$ cat src/rtl/countdown_timer_if.sv
// countdown_timer_if: control/status bundle of the countdown timer.
// master drives load/start/pause, slave (the timer) drives status.
interface countdown_timer_if #(
  parameter int WIDTH = 4
);
  logic             load;
  logic [WIDTH-1:0] load_value;
  logic             start;
  logic             pause;
  logic [WIDTH-1:0] remaining;
  logic             running;
  logic             expired;
  logic             done;

  modport master (
    output load,
    output load_value,
    output start,
    output pause,
    input  remaining,
    input  running,
    input  expired,
    input  done
  );

  modport slave (
    input  load,
    input  load_value,
    input  start,
    input  pause,
    output remaining,
    output running,
    output expired,
    output done
  );
endinterface

$ cat src/rtl/countdown_timer.sv
// countdown_timer: prescaled down-counter with IDLE/RUN/PAUSED/DONE FSM.
// Define COUNTDOWN_TIMER_AUTO_RELOAD_EN for periodic auto-reload.
module countdown_timer #(
  parameter int WIDTH       = 4,
  parameter int TICK_CYCLES = 1000000
) (
  input logic              clock,
  input logic              reset,
  countdown_timer_if.slave tmr
);
  localparam int PW = $clog2(TICK_CYCLES);
  localparam logic [PW-1:0] TICK_MAX =
    PW'(TICK_CYCLES - 1);

`ifdef COUNTDOWN_TIMER_AUTO_RELOAD_EN
  localparam bit AUTO_RELOAD = 1'b1;
`else
  localparam bit AUTO_RELOAD = 1'b0;
`endif

  typedef enum logic [1:0] {
    IDLE,
    RUN,
    PAUSED,
    DONE
  } state_t;

  state_t           state_q;
  state_t           state_d;
  logic [PW-1:0]    pre_q;
  logic [PW-1:0]    pre_d;
  logic [WIDTH-1:0] rem_q;
  logic [WIDTH-1:0] rem_d;
  logic             exp_q;
  logic             exp_d;
  logic [WIDTH-1:0] wrap_val;
  logic             go;
  logic             tick;
  logic             last;

  assign go   = tmr.start & ~tmr.pause;
  assign tick = (state_q == RUN) &&
                (pre_q == TICK_MAX);
  assign last = (rem_q == WIDTH'(1));

`ifdef COUNTDOWN_TIMER_AUTO_RELOAD_EN
  logic [WIDTH-1:0] rel_q;

  always_ff @(posedge clock or negedge reset) begin
    if (!reset) begin
      rel_q <= '0;
    end else if (tmr.load) begin
      rel_q <= tmr.load_value;
    end
  end

  assign wrap_val = rel_q;
`else
  assign wrap_val = '0;
`endif

  always_ff @(posedge clock or negedge reset) begin
    if (!reset) begin
      state_q <= IDLE;
    end else begin
      state_q <= state_d;
    end
  end

  // a final tick outranks pause: DONE wins over PAUSED
  always_comb begin
    state_d = state_q;
    if (tmr.load) begin
      state_d = IDLE;
    end else begin
      unique case (state_q)
        IDLE: begin
          if (go) begin
            state_d = (rem_q == '0) ? DONE : RUN;
          end
        end
        RUN: begin
          if (tick && last && !AUTO_RELOAD) begin
            state_d = DONE;
          end else if (tmr.pause) begin
            state_d = PAUSED;
          end
        end
        PAUSED: begin
          if (go) begin
            state_d = RUN;
          end
        end
        DONE:    state_d = DONE;
        default: state_d = IDLE;
      endcase
    end
  end

  always_comb begin
    tmr.running = 1'b0;
    tmr.done    = 1'b0;
    unique case (state_q)
      RUN:     tmr.running = 1'b1;
      DONE:    tmr.done    = 1'b1;
      default: ;
    endcase
  end

  always_comb begin
    pre_d = pre_q;
    rem_d = rem_q;
    exp_d = 1'b0;
    if (tmr.load) begin
      rem_d = tmr.load_value;
      pre_d = '0;
    end else begin
      unique case (state_q)
        IDLE: begin
          if (go) begin
            pre_d = '0;
            exp_d = (rem_q == '0);
          end
        end
        RUN: begin
          pre_d = tick ? '0 : pre_q + 1'b1;
          if (tick) begin
            if (last) begin
              exp_d = 1'b1;
              rem_d = wrap_val;
            end else if (rem_q != '0) begin
              rem_d = rem_q - 1'b1;
            end
          end
        end
        default: ;
      endcase
    end
  end

  always_ff @(posedge clock or negedge reset) begin
    if (!reset) begin
      pre_q <= '0;
      rem_q <= '0;
      exp_q <= 1'b0;
    end else begin
      pre_q <= pre_d;
      rem_q <= rem_d;
      exp_q <= exp_d;
    end
  end

  assign tmr.remaining = rem_q;
  assign tmr.expired   = exp_q;
endmodule

$ cat src/flat_wrapper.sv
// flat-port wrapper written by rule: the top's interface ports become plain ports
module countdown_timer_flat 
#(
  parameter int WIDTH       = 4,
  parameter int TICK_CYCLES = 1000000
)
  (clock, reset, tmr_load, tmr_load_value, tmr_start, tmr_pause, tmr_remaining, tmr_running, tmr_expired, tmr_done);
  countdown_timer_if #(.WIDTH(WIDTH)) tmr_i ();
  input logic clock;
  input logic reset;
  input wire logic [$bits(tmr_i.load)-1:0] tmr_load;
  input wire logic [$bits(tmr_i.load_value)-1:0] tmr_load_value;
  input wire logic [$bits(tmr_i.start)-1:0] tmr_start;
  input wire logic [$bits(tmr_i.pause)-1:0] tmr_pause;
  output wire logic [$bits(tmr_i.remaining)-1:0] tmr_remaining;
  output wire logic [$bits(tmr_i.running)-1:0] tmr_running;
  output wire logic [$bits(tmr_i.expired)-1:0] tmr_expired;
  output wire logic [$bits(tmr_i.done)-1:0] tmr_done;
  assign tmr_i.load = tmr_load;
  assign tmr_i.load_value = tmr_load_value;
  assign tmr_i.start = tmr_start;
  assign tmr_i.pause = tmr_pause;
  assign tmr_remaining = tmr_i.remaining;
  assign tmr_running = tmr_i.running;
  assign tmr_expired = tmr_i.expired;
  assign tmr_done = tmr_i.done;
  countdown_timer #(.WIDTH(WIDTH), .TICK_CYCLES(TICK_CYCLES)) u_core (.clock(clock), .reset(reset), .tmr(tmr_i));
endmodule
$ cat config.mk
export PLATFORM = sky130hd
export DESIGN_NAME = countdown_timer_flat
export DESIGN_NICKNAME = d
export VERILOG_FILES = /design/src/rtl/countdown_timer_if.sv /design/src/rtl/countdown_timer.sv /design/src/flat_wrapper.sv
export SDC_FILE = /design/constraint.sdc
export NUM_CORES = 1
export LEC_CHECK = 0
export BUFFER_PORTS_ARGS = -buffer_cell sky130_fd_sc_hd__buf_2
export CORE_MARGIN = 3
export CORE_UTILIZATION = 39
export DETAILED_ROUTE_END_ITERATION = 12
export SLEW_MARGIN = 0
export SYNTH_ARGS = -nofsm -noshare
export SYNTH_HDL_FRONTEND = slang
export SYNTH_SLANG_ARGS = --single-unit
$ cat constraint.sdc
create_clock -name clock -period 6.31 [get_ports clock]
set_input_delay 0.631 -clock clock [delete_from_list [all_inputs] [get_ports clock]]
set_output_delay 0.631 -clock clock [all_outputs]
set_load 0.05 [all_outputs]
# Word level (Yosys, flattened, before mapping)
# Cells that the tools add are included.
[classes] n_addsub=2 n_eq_ne=8 n_mux=23 n_bitwise=2 reduce_logical=12
[ops] op="$mux 20" n=3
[ops] op="$pmux 20 s2" n=1
[ops] op="$add 20x1->20 const B" n=1
[ops] op="$eq 20x20->1 const B" n=1
[ops] op="$mux 4" n=5
[ops] op="$mux 2" n=6
[ops] op="$pmux 2 s4" n=1
[ops] op="$mux 1" n=6
[ops] op="$ne 3x2->1 const B" n=2
[ops] op="$reduce_and 3->1" n=2
[ops] op="$reduce_bool 3->1" n=2
[ops] op="$eq 2x2->1 const B" n=2
[ops] op="$eq 4x1->1 const B" n=1
[ops] op="$logic_not 4->1" n=1
[ops] op="$ne 4x4->1 const B" n=1
[ops] op="$reduce_bool 2->1" n=2
[ops] op="$reduce_bool 4->1" n=1
[ops] op="$sub 4x1->4 const B" n=1
[ops] op="$eq 2x1->1 const B" n=1
[ops] op="$logic_and 1x1->1" n=2
[ops] op="$logic_not 2->1" n=1
[ops] op="$pmux 1 s2" n=1
[ops] op="$reduce_and 2->1" n=1
[ops] op="$and 1x1->1" n=1
[ops] op="$not 1->1" n=1
[totals] reg_bits=27 input_bits=9 out_inout_bits=7

# Depth between registers and ports, before layout
# Gate-level depths: netlist (run 1).
[logic_depth] depth_word=6 mapped_depth=7

# Least setup slack after synthesis (run 1)
# OpenSTA, ideal clock, no wires.
[synth_path] path_kind="register to register" from="register u_core.pre_q[15]" to="register u_core.pre_q[3]" arrival_ns=1.868 required_time_ns=6.188 path_slack_ns=4.320 stages_incl_launch_ff=7 n_path_buf=1 period_less_slack_ns=1.990 cell_sequence="dfrtp_1 -> or4_4 -> or3_4 -> o21a_4 -> buf_6 -> a31oi_4 -> nand2_1"
[synth_via] elab_chain_cells=5
[synth_rtl] item="start, declared" line_no="countdown_timer.sv:30" rtl="logic [PW-1:0] pre_q;"
[synth_rtl] item="start signal, assigned" line_no="countdown_timer.sv:147" rtl="pre_q <= pre_d;"
[synth_rtl] item="$eq 20x20->1" line_no="countdown_timer.sv:43" rtl="(pre_q == TICK_MAX);"
[synth_rtl] item="$logic_and 1x1->1" line_no="countdown_timer.sv:42" rtl="assign tick = (state_q == RUN) &&"
[synth_rtl] item="$mux 20" line_no="countdown_timer.sv:126" rtl="pre_d = tick ? '0 : pre_q + 1'b1;"
[synth_rtl] item="$pmux 20 s2" line_no="countdown_timer.sv:118" rtl="unique case (state_q)"
[synth_rtl] item="$mux 20" line_no="countdown_timer.sv:114" rtl="if (tmr.load) begin"
# No other way between the ends.
# A chain may end at the register's enable or synchronous reset.

# Worst setup path after layout (run 1)
[layout_path] from="register u_core.pre_q[15]" to="register u_core.pre_q[5]"
# Same word-level chain as after synthesis.

==> out/results.txt, run 1 <==
The flow ran to the end, and the final reports show no timing, DRC or antenna violations. The floorplan step set the die height to 71.3 µm. The run gives 0.410 as the initial core utilization. The run gives 0 as the initial antenna violation count. The number of standard-cell rows in the floorplan was 23; the cell count of the worst reg-to-reg path was 5. The logs give 0 for the remaining antenna violation count and 0 ns for the setup TNS. After the last flow step, the layout net total stands at 211. The global-route wire length before repair was 6530 µm.

The fraction of layout cells with a size suffix above 1 works out to 0.168. The tools report the worst path required time as 6.49 ns. Across the run, the number of max-cap violations was 0. The horizontal extent of the die was 71.3 µm. The tree built by TritonCTS fans out to 27 sinks.

After global routing the overflow that remains totals 0. The first-iteration detailed-routing DRC count was 86; the hold violation total from the final report was 0. The standard cell core area was 0.00406 mm²; the maximum VDD drop was 75.7 µV. The number of global-route vias before repair came out at 1365. The logs give 0 for the count of inserted antenna diode cells and 0 for the final count of negative-setup-slack endpoints. The number of filler cells placed in the layout was 398. The clock root buffer is clkbuf_8. The category of the worst setup path capture point was a flip-flop. In the final routed layout, each cell accounts on average for 15.0 µm. Entering global routing, the biggest net connects 28 pins. The post-route fraction of the period consumed by the critical path was 0.385; the area of the multi-input gates was 932 µm². The worst setup path is launched from a flip-flop. Buffers inserted during clock tree synthesis total 3.

For this design the static power due to leakage is 0.749 nW. The shortest period the worst path allows was 2.43 ns; the largest fanout on the critical path was 15. At the end of routability-driven placement, the weighted congestion stood at 0.840. Timing would allow up to 0.412 GHz.

The synthesized instance count was 182; the count of input and output buffers was 15. The power density over the cells was 181 mW/mm². The clock slew seen by the registers of the worst setup and hold paths was 0.10 ns; the count of boundary I/O pins was 16. The cell type of the slowest stage on the worst timing path was or4_4. The post-synthesis sequential area ratio was 0.406.

The final cell utilization of the core came out at 0.448. Post-detailed-route via-to-cell ratio: 5.70. The min-delay analysis places its worst path in the category input port to async pin. The die covers 0.00508 mm². For the count of yosys warnings during synthesis, the log shows 0. The synthesized area per cell works out to 9.14 µm². In this run the critical register-to-register path is captured at u_core.pre_q[5].

Leaving out fill and tap cells, the most frequent cells in the layout are 27 x dfrtp_1, 23 x nand2_1, 15 x nand3_1, 15 x buf_2, 14 x a21oi_1. The worst setup path is of the flip-flop to flip-flop kind. For this block, the routed nets add up to 3710 µm of wire. The number of buffers on the longest clock path came out at 2. For the placed wire-length estimate after detailed placement, the log shows 2640 µm. Latest clock arrival within the worst-skew pair: 0.28 ns. The share of Yosys cell area claimed by the top area cell type works out to 0.406. Synthesis instantiated 48 different standard cells from the library. After synthesis, the cell types taking the most area are dfrtp_1 41%, nand2_1 5.2%, nand3_1 4.5%, a21oi_1 4.2%, ha_1 3.0%.

The run gives 4 as the first-pass iteration count of the detailed router. Broken down by cell family, the worst path's largest delay share belongs to simple AND/OR/NAND/NOR gates. The logs give 0 for the count of hold-fix buffers inserted at cts and 1 for the number of H-tree levels. In this run the post-CTS setup repair buffer count came out at 0.

Together, buffers and inverters on the worst path number 0. The setup check on the worst reg-to-reg path leaves a slack of 3.88 ns. The number of pins exceeding their max-slew limit in the final report was 0; the area overhead of the layout relative to synthesis was 9.25%. Setup repair after global routing left no endpoint under its margin.

For this block, the via count after detailed routing is 1409. For the worst setup path, the data arrival time is 2.60 ns. The reg-to-reg critical path startpoint was u_core.pre_q[15]. Post-CTS repair changed the size of 0 cells.

For this run, design rule violations remaining after detail routing come to 0. Hold timing on the final database bottoms out at a slack of 0.359 ns. In the final layout, flip-flops and latches occupy 676 µm².

TritonCTS built the clock tree. The signal on the critical path passes through or4_4, or3_4, o21ai_2, o21ai_0, a22o_1. The mapped netlist covers 0.00166 mm².

Synthesis inferred 27 register bits. The maximum single-stage delay on the critical path works out to 0.58 ns. The slew at the pin closest to its max-slew limit came out at 0.630 ns. Global routing usage summed across all routing layers: 0.158. Clock tree skew after final layout: 0.00340 ns. The library cell used most frequently in the layout, excluding fill and tap cells, is dfrtp_1.

The tools report the worst relative slew slack as 0.580. For the number of nets produced by synthesis, the log shows 195. The synthesized design spends more area on one cell type than any other, namely dfrtp_1.
==> metal layers <==
metal  up-vias  GRT usage  share of wire
met2        22      0.246           0.46
met1       672      0.233           0.49
met3         4     0.0210          0.037
met4         0     0.0418         0.0089
li1        711          -              -
met5         -          0              0
==> sequential cells by signal, summed over array words and instances (netlist names) <==
register,flops
u_core.tmr.expired,1
u_core.state_q,2
u_core.pre_q,20
u_core.tmr.remaining,4
==> synthesized netlist by cell type (all sizes together) <==
library cell  instances
a211oi                3
a21bo                 1
a21o                  2
a21oi                14
a22o                  3
a31oi                 2
and2                  1
and2b                 2
and4                  1
buf                   3
clkbuf                2
dfrtp                27
ha                    4
inv                   5
mux2                  1
mux2i                 2
nand2                23
nand2b                3
nand3                15
nand3b                1
nand4                 6
nor2                 12
nor2b                 4
nor3                  5
nor3b                 1
nor4                  2
nor4b                 1
o211a                 1
o211ai                2
o21a                  1
o21ai                10
o311ai                5
o31a                  1
o31ai                 3
o41ai                 1
or2                   3
or3                   4
or4                   3
xor2                  2
==> layout make-up <==
type / count / area share
Timing Repair Buffer: 16 / 0.0455
Clock buffer: 4 / 0.0248
Sequential cell: 27 / 0.372
Multi-Input combinational cell: 145 / 0.513
Tap cell: 50 / 0.0344
Inverter: 5 / 0.0103
==> power by group <==
part,internal [W],switching (W)
Combinational,0.0000150,0.0000317
Sequential,0.000176,0.00000403
Clock,0.0000454,0.0000573
Total,0.000237,0.0000930
==> kinds of logic after synthesis <==
kind of cell,Yosys count,share of synthesized area
buf+inv,10,0.0331
xor+xnor,2,0.0105
simple gates,87,0.291
mux,3,0.0188
compound gates,49,0.210
flops,27,0.406
fa+ha+maj,4,0.0301
==> how the worst max path moves through the flow <==
| stage | depth (start not counted) | to | startpoint |
|---|---|---|---|
| 5_1_grt | 5 | u_core.pre_q[5] | u_core.pre_q[15] |
| 2_1_floorplan | 6 | u_core.pre_q[3] | u_core.pre_q[15] |
| 3_5_place_dp | 5 | u_core.pre_q[5] | u_core.pre_q[15] |
| 6_report | 5 | u_core.pre_q[5] | u_core.pre_q[15] |
| 3_3_place_gp | 5 | u_core.pre_q[5] | u_core.pre_q[15] |
| 4_1_cts | 5 | u_core.pre_q[5] | u_core.pre_q[15] |
==> stage by stage <==
step / setup slack [ns] / instances / cell area [µm²] / power [W]
after global routing: 3.75 / 247 / 1820 / 0.000347
after global placement: 3.97 / 243 / 1770 / 0.000229
after CTS: 3.89 / 247 / 1820 / 0.000335
final: 3.88 / 247 / 1820 / 0.000330
after detailed placement: 3.91 / 243 / 1770 / 0.000231
after floorplan: 4.32 / 182 / 1660 / 0.000216
Note: power is estimated with default switching activity, not from simulation.
==> run 2: changes to the inputs <==
--- a/config.mk
+++ b/config.mk
@@ -5,6 +5,7 @@
 export SDC_FILE = /design/constraint.sdc
 export NUM_CORES = 1
 export LEC_CHECK = 0
+export ABC_AREA = 1
 export BUFFER_PORTS_ARGS = -buffer_cell sky130_fd_sc_hd__buf_2
 export CORE_MARGIN = 3
 export CORE_UTILIZATION = 39
==> constraint.sdc (replaced) <==
create_clock -name clock -period 2.42 [get_ports clock]
set_input_delay 0.242 -clock clock [delete_from_list [all_inputs] [get_ports clock]]
set_output_delay 0.242 -clock clock [all_outputs]
set_load 0.05 [all_outputs]
==> out/results.txt, run 2 <==
The flow ran to the end, and the final reports show no timing, DRC or antenna violations. The biggest area consumer among synthesized cells is dfrtp_1. The worst relative slew slack is 0.587, and the count of input and output buffers is 15.

For the count of unique library cells instantiated by Yosys, the log shows 26. Async set or reset register ratio after synthesis: 1.00. From bottom edge to top edge, the die measures 73.5 µm. Detailed routing inserted a total of 1574 vias. The total chip power came out at 0.00126 W. The number of buffers created by CTS was 3; the portion of netlist area occupied by mux cells was 0. The number of placed instances, taps included, is 308. The run gives 1534 as the number of global-route vias before repair.

Setup violations remaining at the end of the flow were counted as 0. The total grt overflow was 0; the buffer count from post-CTS setup fixing was 0. In the post-route analysis, the smallest setup slack over all paths is 0.614 ns. The slew at the pin closest to its max-slew limit is 0.619 ns. The detail route stage leaves a number of antenna-violating nets equal to 0. The cell area after technology mapping was 0.00178 mm²; the post-detailed-route via-to-cell ratio was 5.03.

The post-route fraction of the period consumed by the critical path was 0.746. The startpoint identified for the worst register-to-register timing path is u_core.state_q[1]. The maximum VDD drop is 420 µV. Among all flip-flop cells after synthesis, the most frequent one is dfrtp_1. 0 antenna diodes ended up in the layout.

The clock reaches the later pin of the worst-skew pair after 0.28 ns. TritonCTS built the clock tree. The worst path required time came out at 2.62 ns. The run gives 27 as the total clock sinks. The commonest cells after synthesis are 63 x nand2_1, 40 x nor2_1, 27 x dfrtp_1. After synthesis the netlist holds a flip-flop and latch count of 27.

By area the synthesized netlist is led by dfrtp_1 38%, nand2_1 13%, nor2_1 8.4%, nand3_1 6.5%, inv_1 4.4%. The tools report the initial core utilization as 0.423. The worst setup path is launched from a flip-flop. The number of pins exceeding their max-slew limit in the final report was 0. Top register by number of flip-flops: u_core.pre_q. The area of the die came out at 0.00541 mm². The synthesized design contains 0 enable-type register cells. In the final design database the tool counted 277 nets. For the synthesized instance count, the log shows 247. The Yosys step of the flow raised 0 warnings.

The count of unresolved DRC violations after routing is 0. Standard cell core area: 0.00420 mm². The tools report the maximum number of pins on one net before global-route repair as 28. Subtracting the final worst setup slack from the clock period gives 1.81 ns. The number of nets handed over by synthesis was 260. The category of the worst setup path capture point is a flip-flop. For the post-synthesis sequential area ratio, the log shows 0.380. The largest fanout on the critical path is 15.

The global-route wire length before repair came out at 6990 µm. The initial antenna violation count came out at 0. Clock slew seen by the registers of the worst setup and hold paths: 0.10 ns. Fraction of layout cells with a size suffix above 1: 0.148.

The area overhead of the layout relative to synthesis is 8.59%, and the hold violation total from the final report is 0. Each instance of the synthesized netlist takes up on average 7.20 µm². The run gives 23 as the number of standard-cell rows in the floorplan. Yosys instantiated no cell more often than nand2_1. For the first-pass iteration count of the detailed router, the log shows 5.

The data arrival time of the worst path is 2.01 ns, and the setup TNS is 0 ns. The area share of fa/ha/maj cells after synthesis was 0.0281; the max capacitance violation total was 0. Based on the critical path, the design can be clocked at up to 0.554 GHz. Xor/xnor cell area share of the yosys netlist: 0.0690. In the layout the commonest cells are 63 x nand2_1, 40 x nor2_1, 27 x dfrtp_1, 23 x nand3_1, 21 x inv_1. 16 I/O pins were placed. The compound-cell area share of the yosys netlist came out at 0.0317. The clock tree skew after final layout is 0.00678 ns. The category of the critical setup timing path was flip-flop to flip-flop. The share of synthesized cell area in and, or, nand and nor gates is 0.408. The wire length reported by the detailed router is 3850 µm.

Setup repair after global routing left no endpoint under its margin. The post-route non-filler standard cell count was 313; the routed wire length per instance was 12.3 µm. In this run the worst hold path is classified as input port to flip-flop. The first-iteration detailed-routing DRC count is 54.

The share of Yosys cell area claimed by the top area cell type is 0.380. The power density over the cells came out at 653 mW/mm². The tools report the number of H-tree levels as 1. The pre-CTS setup slack was 0.607 ns. The number of gates resized after CTS was 0. The number of flip-flops in the largest register is 20. The most common cell after layout, fill and taps aside was nand2_1.

Summed over all cells, the static leakage comes to 0.887 nW. Launch instance of the worst min-delay path: tmr_pause. The horizontal extent of the die came out at 73.5 µm. The logs give 2910 µm for the placed wire-length estimate after detailed placement and 0.165 for the global routing usage summed across all routing layers.

No sink is reached through more buffers than the 2 on the longest clock path. The combinational family with the most area after synthesis was simple AND/OR/NAND/NOR gates. The tree is rooted in a clkbuf_8. Final hold analysis gives a worst-case slack of 0.266 ns. In this run the worst setup path begins at u_core.state_q[1]. For the global placement routability congestion, the log shows 0.828.
-- run 2: worst paths after layout --
| kind | to | slack (ns) | depth (start not counted) |
|---|---|---|---|
| setup / recovery | u_core.pre_q[7] | 0.61 | 6 |
| hold / removal | u_core.state_q[0] | 0.27 | 4 |
| setup reg to reg | u_core.pre_q[7] | 0.61 | 6 |
| hold reg to reg | u_core.tmr.remaining[1] | 0.50 | 2 |
| max in group asynchronous | u_core.pre_q[17] | 1.51 | 2 |
| min in group asynchronous | u_core.pre_q[15] | 0.51 | 2 |
-- run 2: layout make-up --
class / instances / area, µm²
clock buffer: 3 / 41.3
fill: 442 / 2270
inverter: 28 / 106
sequential: 27 / 676
multi-input combinational: 188 / 955
clock inverter: 1 / 5.00
tap: 50 / 62.6
timing repair buffer: 16 / 85.1
-- run 2: routing by layer --
layer / part of all wire / wire length, µm / global-route usage / vias up
li1: - / - / - / 814
met1: 0.50 / 1940 / 0.220 / 728
met2: 0.45 / 1730 / 0.267 / 27
met3: 0.035 / 134 / 0.0369 / 5
met4: 0.010 / 39 / 0.0463 / 0
met5: 0 / 0 / 0 / -
-- run 2: cell families after synthesis --
family                     count (synthesis)
and+or+nand+nor                          160
buffers and inverters                     32
DFF                                       27
xor gates and xnor gates                  14
AOI/OAI and AO/OA                         10
adders and majority gates                  4
-- run 2: repair_timing --
action                                 CTS  global route
endpoints found under the hold margin   27             0
setup endpoints to repair                0             0
hold buffers                             1             0
-- run 2: worst max-delay path, cell delays in order, from the launching register on --
cell and delay, ns:
dfrtp_1 0.47, inv_2 0.07, o21ai_2 0.48, inv_2 0.21, nand2_1 0.14, clkinv_2 0.20, nor2_1 0.16
-- run 2: metrics by stage --
stage | utilization | area (µm²)
3_5_place_dp | 0.446 | 1870
5_1_grt | 0.460 | 1930
4_1_cts | 0.460 | 1930
3_3_place_gp | 0.446 | 1870
6_report | 0.460 | 1930
2_1_floorplan | - | 1780
-- run 2: power breakdown --
part | switching [W] | internal (W)
Sequential | 0.0000571 | 0.000494
Combinational | 0.000332 | 0.000119
Clock | 0.000143 | 0.000116
